### src/rtl/manch_defs.sv
// Definitions shared by the Manchester encoder and decoder: FSM state encodings,
// line polarity, and counter-width helpers.
package manch_defs;

   typedef enum logic [1:0] {
      ST_IDLE        = 2'd0,
      ST_FIRST_HALF  = 2'd1,
      ST_SECOND_HALF = 2'd2
   } manch_state_e;

   // IEEE 802.3 polarity: a '1' is sent low-then-high.
   localparam logic BIT1_FIRST_HALF = 1'b0;

   function automatic int cnt_w(input int n);
      return (n > 1) ? $clog2(n) : 1;
   endfunction

   function automatic logic half_level(input logic bit_v, input logic second_half);
      logic first_lvl;
      first_lvl = bit_v ? BIT1_FIRST_HALF : ~BIT1_FIRST_HALF;
      return second_half ? ~first_lvl : first_lvl;
   endfunction

endpackage

### src/rtl/manch_half_timer.sv
// Half-bit timer: counts 0..CLK_PER_HALF-1 while enabled, pulses term on the last count.
// term is combinational from the count, so no extra latency; the counter holds at 0 when disabled.
module manch_half_timer
   import manch_defs::*;
#(
   parameter int CLK_PER_HALF = 4
) (
   input  logic clk,
   input  logic rst,
   input  logic en,
   output logic term
);

   localparam int CW = cnt_w(CLK_PER_HALF);
   localparam logic [CW-1:0] LAST = CW'(CLK_PER_HALF - 1);

   logic [CW-1:0] cnt_q;
   logic [CW-1:0] cnt_d;

   always_comb begin
      cnt_d = cnt_q;
      term  = en && (cnt_q == LAST);
      if (en) begin
         cnt_d = term ? '0 : cnt_q + CW'(1);
      end
   end

   always_ff @(posedge clk) begin
      if (rst) begin
         cnt_q <= '0;
      end else begin
         cnt_q <= cnt_d;
      end
   end

endmodule

### src/rtl/manch_encoder.sv
// Serialises DATA_W-bit words MSB first onto a Manchester line; first half-bit appears 1 cycle after accept.
// din_ready is high only in IDLE or on the final cycle of a word, so back-to-back words leave no gap.
module manch_encoder
   import manch_defs::*;
#(
   parameter int DATA_W       = 8,
   parameter int CLK_PER_HALF = 4
) (
   input  logic              clk,
   input  logic              rst,
   input  logic [DATA_W-1:0] din,
   input  logic              din_valid,
   output logic              din_ready,
   output logic              dataout,
   output logic              busy,
   output logic              tx_done
);

   localparam int BW = cnt_w(DATA_W);
   localparam logic [BW-1:0] LAST_BIT = BW'(DATA_W - 1);

   manch_state_e      state_q, state_d;
   logic [DATA_W-1:0] shift_q, shift_d;
   logic [BW-1:0]     bit_cnt_q, bit_cnt_d;
   logic              dataout_q, dataout_d;
   logic              tx_done_q, tx_done_d;

   logic half_term;
   logic word_end;
   logic accept;

   manch_half_timer #(
      .CLK_PER_HALF(CLK_PER_HALF)
   ) u_half_timer (
      .clk (clk),
      .rst (rst),
      .en  (state_q != ST_IDLE),
      .term(half_term)
   );

   always_comb begin
      state_d   = state_q;
      shift_d   = shift_q;
      bit_cnt_d = bit_cnt_q;
      dataout_d = 1'b0;

      word_end  = (state_q == ST_SECOND_HALF) && half_term && (bit_cnt_q == LAST_BIT);
      din_ready = !rst && ((state_q == ST_IDLE) || word_end);
      accept    = din_valid && din_ready;
      tx_done_d = word_end;

      case (state_q)
         ST_IDLE: begin
            if (accept) begin
               state_d   = ST_FIRST_HALF;
               shift_d   = din;
               bit_cnt_d = '0;
            end
         end
         ST_FIRST_HALF: begin
            if (half_term) begin
               state_d = ST_SECOND_HALF;
            end
         end
         ST_SECOND_HALF: begin
            if (word_end) begin
               if (accept) begin
                  state_d   = ST_FIRST_HALF;
                  shift_d   = din;
                  bit_cnt_d = '0;
               end else begin
                  state_d = ST_IDLE;
               end
            end else if (half_term) begin
               state_d   = ST_FIRST_HALF;
               shift_d   = shift_q << 1;
               bit_cnt_d = bit_cnt_q + BW'(1);
            end
         end
         default: begin
            state_d = ST_IDLE;
         end
      endcase

      // Line level is registered from the next state so it lines up with the state change.
      case (state_d)
         ST_FIRST_HALF:  dataout_d = half_level(shift_d[DATA_W-1], 1'b0);
         ST_SECOND_HALF: dataout_d = half_level(shift_d[DATA_W-1], 1'b1);
         default:        dataout_d = 1'b0;
      endcase
   end

   always_ff @(posedge clk) begin
      if (rst) begin
         state_q   <= ST_IDLE;
         shift_q   <= '0;
         bit_cnt_q <= '0;
         dataout_q <= 1'b0;
         tx_done_q <= 1'b0;
      end else begin
         state_q   <= state_d;
         shift_q   <= shift_d;
         bit_cnt_q <= bit_cnt_d;
         dataout_q <= dataout_d;
         tx_done_q <= tx_done_d;
      end
   end

   assign dataout = dataout_q;
   assign busy    = (state_q != ST_IDLE);
   assign tx_done = tx_done_q;

endmodule

### config.mk
export PLATFORM = sky130hd
export DESIGN_NAME = manch_encoder
export DESIGN_NICKNAME = d
export VERILOG_FILES = /design/src/rtl/manch_defs.sv /design/src/rtl/manch_half_timer.sv /design/src/rtl/manch_encoder.sv
export SDC_FILE = /design/constraint.sdc
export NUM_CORES = 1
export LEC_CHECK = 0
export BUFFER_PORTS_ARGS = -buffer_cell sky130_fd_sc_hd__buf_4
export CAP_MARGIN = 20
export CORE_UTILIZATION = 35
export DETAILED_ROUTE_END_ITERATION = 6
export PLACE_DENSITY = 0.61
export SETUP_SLACK_MARGIN = 0.1
export SLEW_MARGIN = 30
export SYNTH_ARGS = -nofsm -noshare
export SYNTH_HDL_FRONTEND = slang
export SYNTH_HIERARCHICAL = 1
export SYNTH_SLANG_ARGS = --single-unit
### constraint.sdc
create_clock -name clk -period 2.35 [get_ports clk]
set_input_delay 0.1175 -clock clk [delete_from_list [all_inputs] [get_ports clk]]
set_output_delay 0.1175 -clock clk [all_outputs]
set_load 0.005 [all_outputs]
==> results of run 1 <==
[placed cells by master (no fill, tap or decap), types with 2 or more instances in the layout]
| master | count |
|---|---|
| sky130_fd_sc_hd__nand2_1 | 10 |
| sky130_fd_sc_hd__clkbuf_4 | 3 |
| sky130_fd_sc_hd__buf_4 | 14 |
| sky130_fd_sc_hd__mux2i_1 | 3 |
| sky130_fd_sc_hd__dfxtp_1 | 17 |
| sky130_fd_sc_hd__o21ai_0 | 2 |
| sky130_fd_sc_hd__a22oi_1 | 6 |
| sky130_fd_sc_hd__nor2_1 | 6 |
| sky130_fd_sc_hd__ha_1 | 3 |
| sky130_fd_sc_hd__a21oi_1 | 12 |
| sky130_fd_sc_hd__nand3_1 | 3 |
| sky130_fd_sc_hd__nor2b_1 | 3 |
[flip-flops by register name (all words and copies together), names as in the netlist]
| signal | flops |
|---|---|
| dataout | 1 |
| state_q | 2 |
| u_half_timer/cnt_q | 2 |
| tx_done | 1 |
| shift_q | 8 |
| bit_cnt_q | 3 |
[where the power goes]
group	switching (uW)	internal (uW)
registers	8.27	300
clock network	90.7	66.0
logic	29.4	35.2
[kinds of logic (layout without fill, tap and decap cells)]
kind of cell | after synthesis | after routing | synth area share
buffers and inverters | 6 | 19 | 0.04910
multiplexers | 4 | 4 | 0.05357
adder cells (fa/ha/maj) | 3 | 3 | 0.04465
flip-flops | 17 | 17 | 0.4048
AO/OA/AOI/OAI | 24 | 24 | 0.2024
AND/OR/NAND/NOR | 35 | 35 | 0.2456
[layout make-up]
class	instances	share of cell area
inverter	1	0.003871
multi-input combinational	66	0.4735
timing repair buffer	14	0.1084
clock buffer	4	0.02710
sequential	17	0.3510
tap	28	0.03613
[metrics by stage]
stage / utilization / area [um^2]
6_report: 0.4342 / 969.7
5_1_grt: 0.4342 / 969.7
4_1_cts: 0.4342 / 969.7
3_5_place_dp: 0.4224 / 943.4
3_3_place_gp: 0.4224 / 943.4
2_1_floorplan: - / 840.8
[tightest hold or removal path, cell delays in order]
cell and delay, ps:
sky130_fd_sc_hd__buf_4 80, sky130_fd_sc_hd__a22oi_1 50, sky130_fd_sc_hd__a21oi_1 110
[worst paths after layout]
kind                           startpoint  cells after the start                      end  slack, ps
setup / recovery    state_q[0]$_SDFF_PP0_                      6                din_ready        370
hold / removal                     din[2]                      3  shift_q[2]$_SDFFE_PP0P_        100
setup reg to reg    state_q[1]$_SDFF_PP0_                      6  shift_q[0]$_SDFFE_PP0P_        370
hold reg to reg   shift_q[3]$_SDFFE_PP0P_                      2  shift_q[3]$_SDFFE_PP0P_        460
[metal layers]
layer / vias to the layer above / global-route usage / wire length, um
li1: 347 / - / -
met1: 292 / 0.1488 / 682
met2: 12 / 0.2105 / 697
met3: 2 / 0.01786 / 45
met4: 0 / 0.05556 / 17
met5: - / 0 / 0
==> summary.md, run 1 <==
The floorplan step set the die height to 51.02 um. The largest individual stage delay along the critical path comes from the cell sky130_fd_sc_hd__dfxtp_1. The synthesized flop and latch total is 17, and the post-CTS setup buffer count is 0.

In this run the clock root is driven by a sky130_fd_sc_hd__clkbuf_4. The start-to-end type of the worst setup path was flop to output port. In this run the mean area of a mapped cell was 9.447 um^2. The worst path meets setup with 367.8 ps of slack.

The total power of the final layout was 529.3 uW; the growth of design area from synthesis to finish was 15.33%. The logs give 0 for the post-cts hold buffer count and 0.0003944 uW for the static leakage power. The run gives 0 as the final count of hold timing violations. The most used flip-flop cell after synthesis is sky130_fd_sc_hd__dfxtp_1. The setup slack at placement was 391.9 ps; the number of gates resized after cts was 0.

Library cell occupying the most area in the post-synthesis netlist: sky130_fd_sc_hd__dfxtp_1. Setup repair after global routing left no endpoint under its margin. The count of nets left with antenna violations once routing finished came out at 0. Ranked by total cell area, the synthesized netlist is headed by sky130_fd_sc_hd__dfxtp_1 (40%), sky130_fd_sc_hd__a21oi_1 (7.1%), sky130_fd_sc_hd__a22oi_1 (5.4%).

The die is 51.02 um wide. The number of clock sinks was 17; the cell area power density was 545.8 nW/um^2. The post-synthesis instance area was 840.8 um^2. The worst setup path is captured at an output port. After clock tree synthesis, the clock-pin slew on the worst setup and hold paths is 100 ps. In this run the standard cell core region covers 2233 um^2. The average wire length per cell after detail routing is 11.09 um, and the maximum ir drop on the vdd rail is 409.0 uV. The detailed router placed 653 vias in this run. Excluding fillers, the count of instances in the completed layout stands at 130. The worst setup path is launched from a flop. For this run, design rule violations remaining after detail routing come to 0. Setup violations remaining at the end of the flow were counted as 0. Counting flops with a built-in enable in the synthesized netlist gives 0.

The tool flagged a number of max-cap violations equal to 0. The tools report the number of instances in the synthesized netlist as 89. The sequential cells in the finished layout cover a total of 340.3 um^2. For this run, the detailed router's first-pass iteration total came to 4. On the critical path the largest part of the delay comes from simple AND/OR/NAND/NOR gates. For this design the top-level I/O count stands at 15. The critical path goes through or2_2 -> and2_1 -> a21bo_2 -> nand2_1 -> nor2_1 -> buf_4. The floorplan die area is 2603 um^2, and the clock tree skew after final layout is 1.834 ps.

Counting along the longest clock path gives a buffer depth of 2. Detailed placement ended at an HPWL of 1.075 mm. The number of buffers and inverters on the critical path was 1; the area used by multi-input combinational logic was 459.2 um^2.

The min-delay analysis places its worst path in the category primary input to flop. Summed over all layers, the global routing overflow is 0. The antenna cell count was 0.

The tools report the number of antenna violations at the first check in global routing as 0. Counting instances in the post-synthesis netlist gives the leading cell types as sky130_fd_sc_hd__dfxtp_1 (17), sky130_fd_sc_hd__a21oi_1 (12), sky130_fd_sc_hd__nand2_1 (10). The tools report the sequential-to-total area share from yosys stat as 0.4048.

The fraction of post-synthesis cell area in the top cell type by area is 0.4048, and the time the worst path needs with I/O delays and setup is 1982 ps. Port buffering added 14 buffers. The maximum fanout count along the critical path works out to 10.

Buffers inserted during clock tree synthesis total 3. Post-layout net count: 117. The relative slew slack was 0.7157. The largest net degree at the start of global routing is 19, and the worst slack on hold paths is 96.46 ps. The post-route fraction of the period consumed by the critical path was 0.8435; the number of levels the H-tree was split into was 1.

The fraction of layout cells with a size suffix above 1 was 0.2451; the overall fraction of global-route tracks in use was 0.1224. The Yosys step of the flow raised 6 warnings. TritonCTS built the clock tree. The flow ran to the end, and the final reports show no timing, DRC or antenna violations. The logs give 0 ps for the final total negative setup slack and 504.5 MHz for the timing-limited maximum frequency. Wires add up to 1.442 mm. Via-per-instance ratio: 5.023. The run gives 0 as the number of pins with negative max-slew slack in the final report. The clock reaches the later pin of the worst-skew pair after 290 ps.

In this design, the stage delay of the slowest critical-path cell is 410 ps. The run gives 2230 ps as the worst endpoint required time. The initial detailed-routing violation count is 8. Counting distinct cell types in the post-synthesis netlist gives 32.

The logs give 17 for the number of rows in the core area and 103 for the number of nets in the synthesized netlist. The global-route wire length before repair is 2.421 mm, and the slew at the pin with the worst max-slew slack is 426.4 ps. The layout has 233 filler cells. STA puts the critical path data arrival time at 1860 ps. The congestion estimate from routability-driven global placement came to 0.7235. Including well taps, the total number of placed cells is 126. The via count of the first global-routing pass is 592. The post-synthesis async set-or-reset flop share works out to 0. For the initial core utilization, the log shows 0.3765. The most repeated cell in the gate-level netlist after synthesis was sky130_fd_sc_hd__dfxtp_1.
Power figures use the tool's default switching activity.
==> inputs of run 2 (changes only) <==
- ABC_AREA: unset -> 1
- PLACE_DENSITY: 0.61 -> 0.63
- clock period: 2.35 -> 1.6 ns (I/O delays scaled with it)
==> run 2 against run 1 <==
Sequential share of layout area is 5.0 points lower. Cell area is 19% higher. Die area is 0.57% higher. Worst setup slack worse by 280 ps. Clock power is 57% higher. Final cell count is 30% higher. Critical path type is now flop to flop.
==> summary.md, run 2 <==
The number of distinct library cells after synthesis was 21 (-34%); the maximum root-to-sink buffer count was 2 (unchanged). The antenna cell count is 0 (unchanged), and the number of top-level pins is 15 (unchanged). The commonest cells after synthesis are sky130_fd_sc_hd__nand2_1 (26), sky130_fd_sc_hd__dfxtp_1 (17), sky130_fd_sc_hd__inv_1 (13). The worst hold path class is primary input to flop. In this run the worst setup path begins at bit_cnt_q[0]$_SDFFE_PP0P_. The slack of the worst reg-to-reg path was 90 ps (-280 ps). The sequential-to-total area share from yosys stat was 0.4024 (-0.002395). The run gives 837.5 uW (+58%) as the total power of the final layout. Based on the critical path, the design can be clocked at up to 660.6 MHz. The logs give 4 (unchanged) for the number of detailed-route iterations in the first pass and 1.287 mm (+20%) for the final HPWL from detailed placement. Among cell families on the critical path, the largest total delay comes from simple AND/OR/NAND/NOR gates.

The number of buffers and inverters on the critical path is 2 (+1). The worst-path cell with the longest stage delay is sky130_fd_sc_hd__dfxtp_2. For the internal power consumption, the log shows 600.9 uW (+50%).

Average wire length per cell after detail routing: 11.20 um (+0.98%). For the number of antenna violations at the first check in global routing, the log shows 0 (unchanged). The most used flip-flop cell after synthesis is sky130_fd_sc_hd__dfxtp_1. The maximum fanout count along the critical path came out at 8 (-2).

Counting flops per register, the top entry is shift_q. For the number of nets in the synthesized netlist, the log shows 128 (+24%). The number of enable-type register cells in the synthesized netlist is 0 (unchanged). The tools report the total routed wirelength as 1.893 mm (+31%). The tools report the proportion of power drawn by the clock network as 0.294 (-0.002). The logs give 17 (unchanged) for the number of rows in the core area and 6 (unchanged) for the number of warnings reported in the yosys synthesis log. The global-route wire length before repair is 3.263 mm (+35%). The residual antenna-violating net count after detailed routing was 0 (unchanged); the per-instance average area after synthesis was 7.419 um^2 (-21%). The post-cts hold buffer count was 0 (unchanged); the time the worst path needs with I/O delays and setup was 1514 ps.

The remaining routing DRC violations came out at 0 (unchanged). The logs give 86.12 ps (-305.8 ps) for the setup slack at placement and 852 (+30%) for the detailed-route via count. The most frequent standard cell in the layout excluding fill and tap cells was sky130_fd_sc_hd__nand2_1. Static leakage power: 0.0004795 uW (+22%). The core occupancy in the finished layout was 0.5128 (+0.07859); the net switching power was 236.6 uW (+84%). The data arrival time of the worst path came out at 1750 ps (-110 ps).

The area of the core region is 2255 um^2 (+0.95%). The run finished with clean final reports. The number of inserted filler cells in the final layout came out at 238 (+2.1%). The run gives 845.8 um^2 (+0.60%) as the post-synthesis instance area. The number of clock buffers inserted by TritonCTS is 3 (unchanged), and the post-synthesis async set-or-reset flop share is 0 (unchanged).

The cell area power density was 724.4 nW/um^2 (+33%). The clock transition at the registers of the reported paths works out to 110 ps (about the same). Ranked by total cell area, the synthesized netlist is headed by sky130_fd_sc_hd__dfxtp_1 (40%), sky130_fd_sc_hd__nand2_1 (12%), sky130_fd_sc_hd__inv_1 (5.8%). The slew at the pin with the worst max-slew slack works out to 380.6 ps (-45.86 ps). The last element of the critical path is shift_q[6]$_SDFFE_PP0P_. The number of clock sinks was 17 (unchanged); the height of the die was 51.16 um (+0.28%). The logs give 310 ps (+20 ps) for the clock latency on the worst-skew pair and 0 (unchanged) for the total of endpoints with negative setup slack in the final report. The maximum ir drop on the vdd rail was 555.6 uV (+36%). The area used by multi-input combinational logic is 488.0 um^2 (+6.3%), and the via-per-instance ratio is 5.041 (+0.37%). STA classifies the critical path endpoint as a flop.

Setup repair after global routing could not meet its margin everywhere. The endpoint of the most critical register-to-register path is shift_q[6]$_SDFFE_PP0P_. The run gives 18 (+10) as the initial detailed-routing violation count. For the final weighted congestion in routability-driven placement, the log shows 0.8175 (+13%). The library cells used most frequently in the layout, excluding fill and tap cells, are sky130_fd_sc_hd__nand2_1 (25), sky130_fd_sc_hd__buf_4 (24), sky130_fd_sc_hd__inv_1 (12).

The tools report the startpoint class of the critical path as a flop. The number of levels the H-tree was split into was 1 (unchanged). The highest cell delay on the worst timing path is 360 ps (-50 ps). The sequential standard cell area was 347.8 um^2 (+2.2%). The largest registers in the layout are shift_q x8, bit_cnt_q x3. The post-route fraction of the period consumed by the critical path was 0.9461. The tools report the overall fraction of global-route tracks in use as 0.1732 (+0.05081).

The area of all placed cells without fillers is 1156 um^2 (+19%), and the flip-flop count of the largest register after layout is 8 (unchanged). The tools report the combinational cell fraction of total power as 0.160 (+0.038). The total of buffers placed on input and output ports came out at 14 (unchanged). The instance count along the most critical hold path is 3 (unchanged), and the via count of the first global-routing pass is 796 (+34%). The area growth from synthesis to layout is 36.69%.

The max-cap check violation count is 0 (unchanged), and the clock tree skew after final layout is 12.23 ps (+10.40 ps). The number of instances in the synthesized netlist was 114 (+28%). Of all cell types, the one taking the most synthesized area is sky130_fd_sc_hd__dfxtp_1. sky130_fd_sc_hd__nand2_1 is the most common cell in the netlist. The depth of the worst register-to-register path is 10 (+4).

The worst setup path is of the flop to flop kind. The fraction of layout cells with a size suffix above 1 is 0.4113 (+0.1662), and the fraction of post-synthesis cell area in the top cell type by area is 0.4024 (-0.002395). The run gives 0.3751 (-0.001332) as the initial core utilization.

Width of the die: 51.16 um (+0.28%). The largest net degree at the start of global routing is 17 (-2). The logs give 0 (unchanged) for the number of pins with negative max-slew slack in the final report and 86.18 ps (-281.7 ps) for the final critical-path setup slack. TritonCTS built the clock tree. The synthesized flop and latch total was 17 (unchanged). The startpoint identified for the worst register-to-register timing path is bit_cnt_q[0]$_SDFFE_PP0P_. CTS placed an instance of sky130_fd_sc_hd__clkbuf_4 at the clock tree root. For the area of placed instances, the log shows 1012 um^2 (+7.3%). Traced cell by cell, the critical path runs through ha_4 -> ha_4 -> nand4_1 -> buf_4 -> nand2_4 -> nand3_4 -> nand2_4 -> inv_6 -> nand2_1 -> a31oi_1. Relative slew slack: 0.7436 (+0.02789).

The run gives 2617 um^2 (+0.57%) as the floorplan die area. Relative contribution of sequential cells to total power: 0.546 (-0.036). The fraction of power spent switching nets is 0.2825 (+0.04004). The total grt overflow was 0 (unchanged). The instance count on the critical path was 10 (+4); the final count of hold timing violations was 0 (unchanged). For the post-layout net count, the log shows 156 (+33%).

The worst endpoint required time came out at 1830 ps (-400 ps).
==> run 2: cell types whose count changed after synthesis, sizes merged, moves of 3 or more <==
cell / delta
nand2: +23
inv: +16
nand3: +7
a22oi: -6
a31oi: +5
a21oi: -4
buf: -4
nand4: +4
nor2b: -4
o21ai: +4
mux2i: -3
==> run 2: worst min-delay path by stage <==
| stage | start | end | slack (ps) |
|---|---|---|---|
| floorplan | rst | shift_q[1]$_SDFFE_PP0P_ | 150 |
| global placement | din[5] | shift_q[5]$_SDFFE_PP0P_ | 370 |
| detailed placement | din[3] | shift_q[3]$_SDFFE_PP0P_ | 370 |
| CTS | din[2] | shift_q[2]$_SDFFE_PP0P_ | 30 |
| global route | din[2] | shift_q[2]$_SDFFE_PP0P_ | 30 |
| finish | din[2] | shift_q[2]$_SDFFE_PP0P_ | 40 |
==> run 2: metal layers <==
| layer | part of all wire | track usage | wire length [um] | vias to the layer above |
|---|---|---|---|---|
| met5 | 0 | 0 | 0 | - |
| met4 | 0.0090 | 0.05556 | 17 | 0 |
| met3 | 0.051 | 0.06250 | 97 | 3 |
| met2 | 0.48 | 0.2895 | 913 | 23 |
| met1 | 0.46 | 0.2040 | 865 | 397 |
| li1 | - | - | - | 429 |
==> run 2: worst min-delay path: stages <==
cell,delay [ps]
sky130_fd_sc_hd__buf_4,110
sky130_fd_sc_hd__nand2_1,50
sky130_fd_sc_hd__a31oi_1,70
==> run 2: power groups by stage <==
stage / logic [uW] / clock network (uW) / registers [uW]
3_5_place_dp: 118 / 0 / 463
4_1_cts: 125 / 260 / 457
3_3_place_gp: 116 / 0 / 463
2_1_floorplan: 71.2 / 0 / 461
6_report: 134 / 246 / 457
5_1_grt: 151 / 279 / 460
==> run 2: area by class of cell <==
cell class | instances | share of cell area
multi-input combinational | 78 | 0.4221
sequential | 17 | 0.3009
timing repair buffer | 24 | 0.1558
inverter | 18 | 0.06710
tap | 28 | 0.03030
clock buffer | 3 | 0.01948
clock inverter | 1 | 0.004329
==> run 2: logic make-up after synthesis <==
logic type      count (synthesis)  share of synthesized area
simple gates                   54                     0.3225
compound gates                 21                     0.1420
buf+inv                        19                    0.08876
flops                          17                     0.4024
fa+ha+maj                       3                    0.04438
==> run 2: timing repair <==
item / CTS / global route
resized for setup: 14 / 7
setup endpoints to repair: 11 / 13
setup buffers: 4 / 2
pin swaps: 2 / 5
==> run 2: stage by stage <==
stage	hold WS [ps]	std cells	setup TNS [ps]
final	35.02	169	0
after global routing	27.73	169	-11.34
after CTS	33.10	167	0
after detailed placement	372.1	159	0
after global placement	368.8	159	0
after floorplan	149.4	114	0
==> inputs of run 3 (changes only) <==
- CAP_MARGIN: 20 -> 25
- MAX_ROUTING_LAYER: unset -> met4
==> run 3 against run 2 <==
Critical path depth unchanged. Combinational power barely moved. Clock power about the same. Wire length unchanged. Sequential power is essentially flat. Clock-buffer cell count is the same. First-iteration DRC count unchanged. Worst hold slack barely moved. Sequential cell count stayed put. Via count is the same.
==> summary.md, run 3 (synthesis gave the netlist of run 2 again) <==
The flow ran to the end, and the final reports show no timing, DRC or antenna violations. The flip-flop count of the largest register after layout was 8 (unchanged); the number of clock buffers inserted by TritonCTS was 3 (unchanged). Leaving out fill and tap cells, the most frequent cell in the layout is sky130_fd_sc_hd__nand2_1. The worst setup path is launched from a flop. The core occupancy in the finished layout was 0.5128 (unchanged); the global-route wire length before repair was 3.270 mm (+0.21%). The clock root buffer was sky130_fd_sc_hd__clkbuf_4. The number of antenna violations at the first check in global routing is 0 (unchanged), and the worst endpoint required time is 1830 ps (about the same). The initial core utilization is 0.3751 (unchanged).

For the overall fraction of global-route tracks in use, the log shows 0.1779 (+0.004673). The clock tree skew after final layout came out at 12.23 ps (-0.006100 ps). Cell area power density: 724.4 nW/um^2 (about the same). The final standard cell count with taps included and fillers excluded was 169 (unchanged); the data arrival time of the worst path was 1750 ps (about the same). The total routed wirelength is 1.893 mm (unchanged). The run gives 660.6 MHz (about the same) as the timing-limited maximum frequency. Number of levels the H-tree was split into: 1 (unchanged). The via-per-instance ratio works out to 5.041 (unchanged).

The register ranked first by flip-flop count is shift_q. The run gives 2 (unchanged) as the maximum root-to-sink buffer count. The final count of hold timing violations was 0 (unchanged). The average wire length per cell after detail routing works out to 11.20 um (unchanged). Maximum fanout count along the critical path: 8 (unchanged). The antenna cell count is 0 (unchanged). In this run the critical register-to-register path is launched from bit_cnt_q[0]$_SDFFE_PP0P_.

The static leakage power was 0.0004795 uW (unchanged); the detailed-route via count was 852 (unchanged). The tools report the floorplan die area as 2617 um^2 (unchanged). The slew at the pin with the worst max-slew slack was 380.6 ps (unchanged); the post-cts hold buffer count was 0 (unchanged). The tools report the area of the core region as 2255 um^2 (unchanged). In this run the worst setup path begins at bit_cnt_q[0]$_SDFFE_PP0P_. The width of the die came out at 51.16 um (unchanged). The time the worst path needs with I/O delays and setup is 1514 ps (+0.01650 ps). The worst setup path is captured at a flop. The run gives 0 (unchanged) as the residual antenna-violating net count after detailed routing. The largest registers in the layout are shift_q x8, bit_cnt_q x3. The tools report the setup slack at placement as 86.12 ps (unchanged).

The worst hold path class is primary input to flop. The total of buffers placed on input and output ports is 14 (unchanged). TritonCTS built the clock tree. The tools report the number of top-level pins as 15 (unchanged). By startpoint and endpoint, the worst setup path is classified as flop to flop.

The fraction of layout cells with a size suffix above 1 was 0.4113 (unchanged); the clock latency on the worst-skew pair was 310 ps (about the same). Setup repair after global routing could not meet its margin everywhere. The largest net degree at the start of global routing is 17 (unchanged). In this run the critical register-to-register path is captured at shift_q[6]$_SDFFE_PP0P_.

For the maximum ir drop on the vdd rail, the log shows 555.6 uV (unchanged). Clock transition at the registers of the reported paths: 110 ps (about the same). The number of inserted filler cells in the final layout is 238 (unchanged). The final HPWL from detailed placement is 1.287 mm (unchanged), and the relative slew slack is 0.7436 (unchanged).

In the layout the commonest cells are sky130_fd_sc_hd__nand2_1 (25), sky130_fd_sc_hd__buf_4 (24), sky130_fd_sc_hd__inv_1 (12). The logs give 0 (unchanged) for the total grt overflow and 17 (unchanged) for the number of clock sinks. The max-cap check violation count is 0 (unchanged), and the number of detailed-route iterations in the first pass is 4 (unchanged). The tools report the total of endpoints with negative setup slack in the final report as 0 (unchanged).

The tools report the final critical-path setup slack as 86.16 ps (-0.01650 ps). The growth of design area from synthesis to finish is 36.69% (unchanged), and the initial detailed-routing violation count is 18 (unchanged). The most critical setup path has its endpoint at shift_q[6]$_SDFFE_PP0P_.

The number of placed instances with taps included was 159 (unchanged); the via count of the first global-routing pass was 796 (unchanged). Depth of the worst register-to-register path: 10 (unchanged). The run gives 90 ps (about the same) as the slack of the worst reg-to-reg path. The run gives 17 (unchanged) as the number of rows in the core area.

The height of the die works out to 51.16 um (unchanged). The post-route fraction of the period consumed by the critical path is 0.9461 (about the same). The remaining routing DRC violations is 0 (unchanged), and the post-layout net count is 156 (unchanged).

The final weighted congestion in routability-driven placement came out at 0.8297 (+1.5%). Number of pins with negative max-slew slack in the final report: 0 (unchanged). The tools report the total power of the final layout as 837.5 uW (about the same).
[run 3: cell counts in the layout (fill, tap and decap cells not counted)]
No cell type changed its count.
[run 3: layout make-up]
type / count / area (um^2) / share of cell area
clock buffer: 3 / 22.52 / 0.01948
clock inverter: 1 / 5.005 / 0.004329
sequential: 17 / 347.8 / 0.3009
tap: 28 / 35.03 / 0.03030
timing repair buffer: 24 / 180.2 / 0.1558
multi-input combinational: 78 / 488.0 / 0.4221
inverter: 18 / 77.57 / 0.06710
[run 3: stage by stage]
stage                     area, um^2  hold WS [ps]  setup TNS (ps)
after global placement          1012         368.8               0
after CTS                       1119         33.10               0
final                           1156         35.01               0
after detailed placement        1012         372.1               0
after global routing            1156         27.74          -11.34
after floorplan                845.8         149.4               0
[run 3: what timing repair did]
item	in CTS	in global routing
endpoints found under the setup margin	11	13
buffers inserted	4	2
pin swaps	2	5
gates resized for setup	14	7
[run 3: worst max-delay path, stage by stage, from the launching register on]
cell,delay (ps)
sky130_fd_sc_hd__dfxtp_2,360
sky130_fd_sc_hd__ha_4,160
sky130_fd_sc_hd__ha_4,160
sky130_fd_sc_hd__nand4_1,80
sky130_fd_sc_hd__buf_4,130
sky130_fd_sc_hd__nand2_4,50
sky130_fd_sc_hd__nand3_4,130
sky130_fd_sc_hd__nand2_4,80
sky130_fd_sc_hd__inv_6,80
sky130_fd_sc_hd__nand2_1,50
sky130_fd_sc_hd__a31oi_1,150
[run 3: worst min-delay path by stage]
stage	slack, ps	cells past startpoint	endpoint	start
after floorplan	150	1	shift_q[1]$_SDFFE_PP0P_	rst
after global placement	370	3	shift_q[5]$_SDFFE_PP0P_	din[5]
after detailed placement	370	3	shift_q[3]$_SDFFE_PP0P_	din[3]
after CTS	30	3	shift_q[2]$_SDFFE_PP0P_	din[2]
after global routing	30	3	shift_q[2]$_SDFFE_PP0P_	din[2]
final	40	3	shift_q[2]$_SDFFE_PP0P_	din[2]
[run 3: layer usage]
metal / part of all wire / vias up / track usage
li1: - / 429 / -
met1: 0.46 / 397 / 0.2040
met2: 0.48 / 23 / 0.2895
met3: 0.050 / 3 / 0.06250
met4: 0.0090 / 0 / 0.05556
met5: 0 / - / -
[run 3: where the power goes]
part	switching, uW	total (uW)	internal, uW	leakage, uW
logic	71.1	134	63.2	0.000320
registers	13.1	457	444	0.000141
clock network	152	246	93.5	0.0000177
